## config.mk

```make
export PLATFORM = sky130hd
export DESIGN_NAME = dense_argmax
export DESIGN_NICKNAME = d
export VERILOG_FILES = /design/src/rtl/dense_argmax.sv
export SDC_FILE = /design/constraint.sdc
export NUM_CORES = 1
export LEC_CHECK = 0
export BUFFER_PORTS_ARGS = -buffer_cell sky130_fd_sc_hd__buf_4
export CORE_ASPECT_RATIO = 0.75
export CORE_MARGIN = 2
export CORE_UTILIZATION = 35
export CTS_BUF_LIST = sky130_fd_sc_hd__clkbuf_8
export DETAILED_ROUTE_END_ITERATION = 16
export GPL_TIMING_DRIVEN = 0
export PLACE_DENSITY = 0.66
export REMOVE_ABC_BUFFERS = 1
export SLEW_MARGIN = 15
export SYNTH_ARGS = -nofsm -noshare
export SYNTH_HDL_FRONTEND = slang
export SYNTH_SLANG_ARGS = --single-unit
export TNS_END_PERCENT = 100
```

## constraint.sdc

```tcl
create_clock -name clk -period 4.4 [get_ports clk]
set_clock_uncertainty 0.1 [all_clocks]
set_input_delay 1.32 -clock clk [delete_from_list [all_inputs] [get_ports clk]]
set_output_delay 1.32 -clock clk [all_outputs]
set_load 0.1 [all_outputs]
```

## src/rtl/dense_argmax.sv

```systemverilog
// Argmax over the dense layer output buffer: scans CLASS_COUNT signed scores and
// presents the winning index on a valid/ready handshake. Define DENSE_ARGMAX_SCORE_OUT_EN to expose classScore.
module dense_argmax #(
  parameter int CLASS_COUNT = 10,
  parameter int DATA_SIZE   = 16,
  localparam int ADR_W      = $clog2(CLASS_COUNT)
) (
  input  logic                 clk,
  input  logic                 rst,
  input  logic                 start,
  output logic                 busy,
  output logic [ADR_W-1:0]     bufferAdr,
  input  logic [DATA_SIZE-1:0] bufferData,
  // classValid/classReady: a result transfers on any rising edge where both are high;
  // classValid holds with classIdx stable until that edge and never drops early.
  output logic                 classValid,
  input  logic                 classReady,
  output logic [ADR_W-1:0]     classIdx,
`ifdef DENSE_ARGMAX_SCORE_OUT_EN
  output logic [DATA_SIZE-1:0] classScore,
`endif
  output logic [1:0]           dbgState
);

  localparam logic [1:0] IDLE = 2'd0;
  localparam logic [1:0] SCAN = 2'd1;
  localparam logic [1:0] HOLD = 2'd2;

  logic [1:0]                  state;
  logic [ADR_W-1:0]            cnt;
  logic signed [DATA_SIZE-1:0] bestScore;
  logic [ADR_W-1:0]            bestIdx;
  logic signed [DATA_SIZE-1:0] dataS;
  logic                        takeNew;
  logic                        lastAdr;
  logic signed [DATA_SIZE-1:0] nextBest;
  logic [ADR_W-1:0]            nextIdx;

  assign dataS      = bufferData;
  assign bufferAdr  = cnt;
  assign busy       = (state != IDLE);
  assign classValid = (state == HOLD);
  assign dbgState   = state;
  assign lastAdr    = (cnt == ADR_W'(CLASS_COUNT - 1));

  // Slot 0 seeds the running best; later slots win only on a strictly larger score,
  // so ties keep the lowest index.
  always_comb begin
    takeNew  = (cnt == '0) || (dataS > bestScore);
    nextBest = takeNew ? dataS : bestScore;
    nextIdx  = takeNew ? cnt : bestIdx;
  end

  always_ff @(posedge clk or negedge rst) begin
    if (!rst) begin
      state      <= IDLE;
      cnt        <= '0;
      bestScore  <= '0;
      bestIdx    <= '0;
      classIdx   <= '0;
`ifdef DENSE_ARGMAX_SCORE_OUT_EN
      classScore <= '0;
`endif
    end else begin
      case (state)
        IDLE: begin
          if (start) begin
            state <= SCAN;
            cnt   <= '0;
          end
        end
        SCAN: begin
          bestScore <= nextBest;
          bestIdx   <= nextIdx;
          if (lastAdr) begin
            // Result registers update only here, so they stay stable through HOLD and IDLE.
            cnt        <= '0;
            state      <= HOLD;
            classIdx   <= nextIdx;
`ifdef DENSE_ARGMAX_SCORE_OUT_EN
            classScore <= nextBest;
`endif
          end else begin
            cnt <= cnt + 1'b1;
          end
        end
        HOLD: begin
          if (classReady) state <= IDLE;
        end
        default: state <= IDLE;
      endcase
    end
  end

endmodule

```

==> metrics.txt <==
root buffer cell=clkbuf_8; gpl congestion=0.7326; clock buffer depth=2; die height=65.92 um; Hold Vio Cnt, Final=0; GRT overflow=0; crit path time final=3.838 ns; vias in the first global route=1,266; ranking of synthesized cells by area=dfrtp_1 42%, mux2_4 13%, ha_1 13%; crit path DAT=3.91 ns; first-pass GRT wire length=5899 um; initial drt markers=47; Synth Cell Area=0.001789 mm2; status=complete, no violations; synthesis-to-layout area growth=20.84%; CTS buffer count=5; Final period util=87.23%; Setup Fix Bufs, Post-CTS=0; DRC violations left=0; r2r worst-path depth=8; worst-path maximum fanout=20; Hold Crit Class=register to register; Yosys cell types=34; yosys warns=0; R2R setup slack=1.33 ns; #FFs+latches synth=30; Power Density=857.8 mW/mm2; max_slew headroom=41.29%; final slew viol count=0; final WL=3442 um; hold buffers post-CTS=0; startpoint of the worst hold path=bestIdx[3]; ANT nets after route=0; die extent in x=86.56 um; unrepaired setup endpoints after global routing=no; FF-to-FF Start=bestScore[15]; dpl cells=248; Lkg Pwr=1.099 nW; Avg WL per Cell=13.45 um; crit path buf inv count=1; Worst EP required=4.47 ns; Max Cap Viol=0; I/O Buffers=31; kind of cell adding the most delay to the critical path=compound AO/OA/AOI/OAI gates; CTS H-tree depth=2; Peak VDD IR=0.4125 mV; initial antenna violation count=0; GRT Util Overall=13.40%; core area=0.004900 mm2; Clk Latency, worst-skew pair=0.28 ns; Filler cells=492; Vias per Instance=4.797; Setup crit end kind=register; cts repair resizes=0; synthesized instance count=160; share of layout cells above drive strength 1=32.65%; TritonCTS Sinks=30; final non-filler cell total=256; die area=0.005706 mm2; critical path's slowest cell=o21ai_4; Yosys top cell by area=dfrtp_1; pin count of the biggest net entering global routing=31; DP HPWL=2519 um; num rows=22; Max Fclk=260.6 MHz; Hold EP=bestIdx[3]; Worst path max stage delay=0.70 ns; sequential element share of the synthesized area=41.96%; RR Endpoint=bestScore[3]; fin nets=234; Initial Util=36.52%; top cell type's share of synthesized area=41.96%; via count=1,228; I/O pins=32; WHS Path Cells=1; diode count=0; actual slew at the worst max-slew pin=0.8773 ns; Pre-antenna DRT Iters=4; Avg Inst Size Synth=11.18 um2; Crit Path Category=input port to register; CTS tree=built; final count of negative-setup-slack endpoints=0; setup TNS after final layout=0 ns; clock input transition at the sequential cells of the worst setup and hold paths=0.07 ns; crit-path cells=buf_4 -> ha_1 -> nand4_2 -> nor4_2 -> nand4_1 -> a32o_2 -> o21ai_4 -> mux2_4; startpoint types=input port
==> worst max path at each step <==
stage                         startpoint      endpoint  slack, ns  cells after the start
after CTS                 bufferData[15]  bestScore[3]       0.51                      8
final                     bufferData[15]  bestScore[3]       0.56                      8
after floorplan           bufferData[15]  bestScore[0]       0.67                      7
after global placement    bufferData[15]  bestScore[2]       0.23                      8
after detailed placement  bufferData[15]  bestScore[3]       0.21                      8
after global routing      bufferData[15]  bestScore[8]       0.30                      8
==> cells by family after synthesis <==
family | after synthesis | synth area share [%]
AOI/OAI and AO/OA | 34 | 13.71
xor gates and xnor gates | 1 | 0.4896
adders and majority gates | 19 | 13.29
buffers and inverters | 25 | 6.084
DFF | 30 | 41.96
muxes | 18 | 14.55
and+or+nand+nor | 33 | 9.930
==> routing by layer <==
metal / share of wire, % / GRT usage, %
met1: 52 / 19.11
met2: 42 / 20.00
met3: 4.3 / 3.620
met4: 0.99 / 3.516
met5: 0 / 0
==> synthesized netlist by cell type (all sizes together) <==
library cell  instances
dfrtp                30
inv                  22
ha                   19
mux2                 16
o21ai                11
nand2                10
a21oi                 8
nor2                  6
a32o                  3
nand4                 3
nor3                  3
o31a                  3
a21o                  2
and2                  2
buf                   2
mux2i                 2
nand2b                2
nand3                 2
o21bai                2
a2111o                1
a2111oi               1
a21boi                1
and2b                 1
clkbuf                1
nor2b                 1
nor4                  1
o22a                  1
o31ai                 1
or2                   1
or4b                  1
xor2                  1
==> per-stage QoR <==
| step | setup slack (ns) | hold WS [ns] | utilization [%] | total power [mW] | cell area [um2] |
|---|---|---|---|---|---|
| after floorplan | 0.6734 | 0.3573 | - | 1.406 | 1763 |
| after global placement | 0.2318 | 0.3740 | 42.26 | 1.614 | 2071 |
| after detailed placement | 0.2112 | 0.3749 | 42.26 | 1.640 | 2071 |
| after CTS | 0.5120 | 0.3905 | 44.13 | 1.879 | 2162 |
| after global routing | 0.2995 | 0.4223 | 44.13 | 2.005 | 2162 |
| final | 0.5620 | 0.3888 | 44.13 | 1.855 | 2162 |
==> registers in the layout, summed over array words and instances, names as in the netlist <==
register and count:
bestScore 16, bestIdx 4, bufferAdr 4, classIdx 4
dbgState 2
==> area by class of cell <==
type                    instances  area, um2  area share (%)
repair buffers                 31      232.7           10.76
clock buffers                   6      82.58           3.819
inverters                      22      82.58           3.819
well taps                      60      75.07           3.472
multi-input cells             105      929.6           43.00
flip-flops and latches         30      750.7           34.72
clock inverters                 2      8.758          0.4051
==> cell usage in the layout (no fill, tap or decap), types with 2 or more instances in the layout <==
| cell | instances |
|---|---|
| mux2_4 | 16 |
| o31a_2 | 3 |
| nand4_1 | 2 |
| nand3_1 | 2 |
| dfrtp_1 | 30 |
| nand2b_1 | 2 |
| nor3_1 | 3 |
| mux2i_1 | 2 |
| ha_1 | 19 |
| nand2_1 | 10 |
| a21oi_1 | 8 |
| a21o_1 | 2 |
| clkbuf_8 | 6 |
| inv_1 | 23 |
| a32o_1 | 2 |
| buf_4 | 31 |
| o21ai_0 | 10 |
| nor2_1 | 6 |
| o21bai_1 | 2 |
| and2_1 | 2 |
==> power breakdown <==
part,internal [mW],total [mW],switching (mW)
clock,0.124,0.231,0.107
combinational,0.454,1.12,0.667
sequential,0.411,0.502,0.0909
total,0.989,1.85,0.865
(Power assumes the default switching activity.)
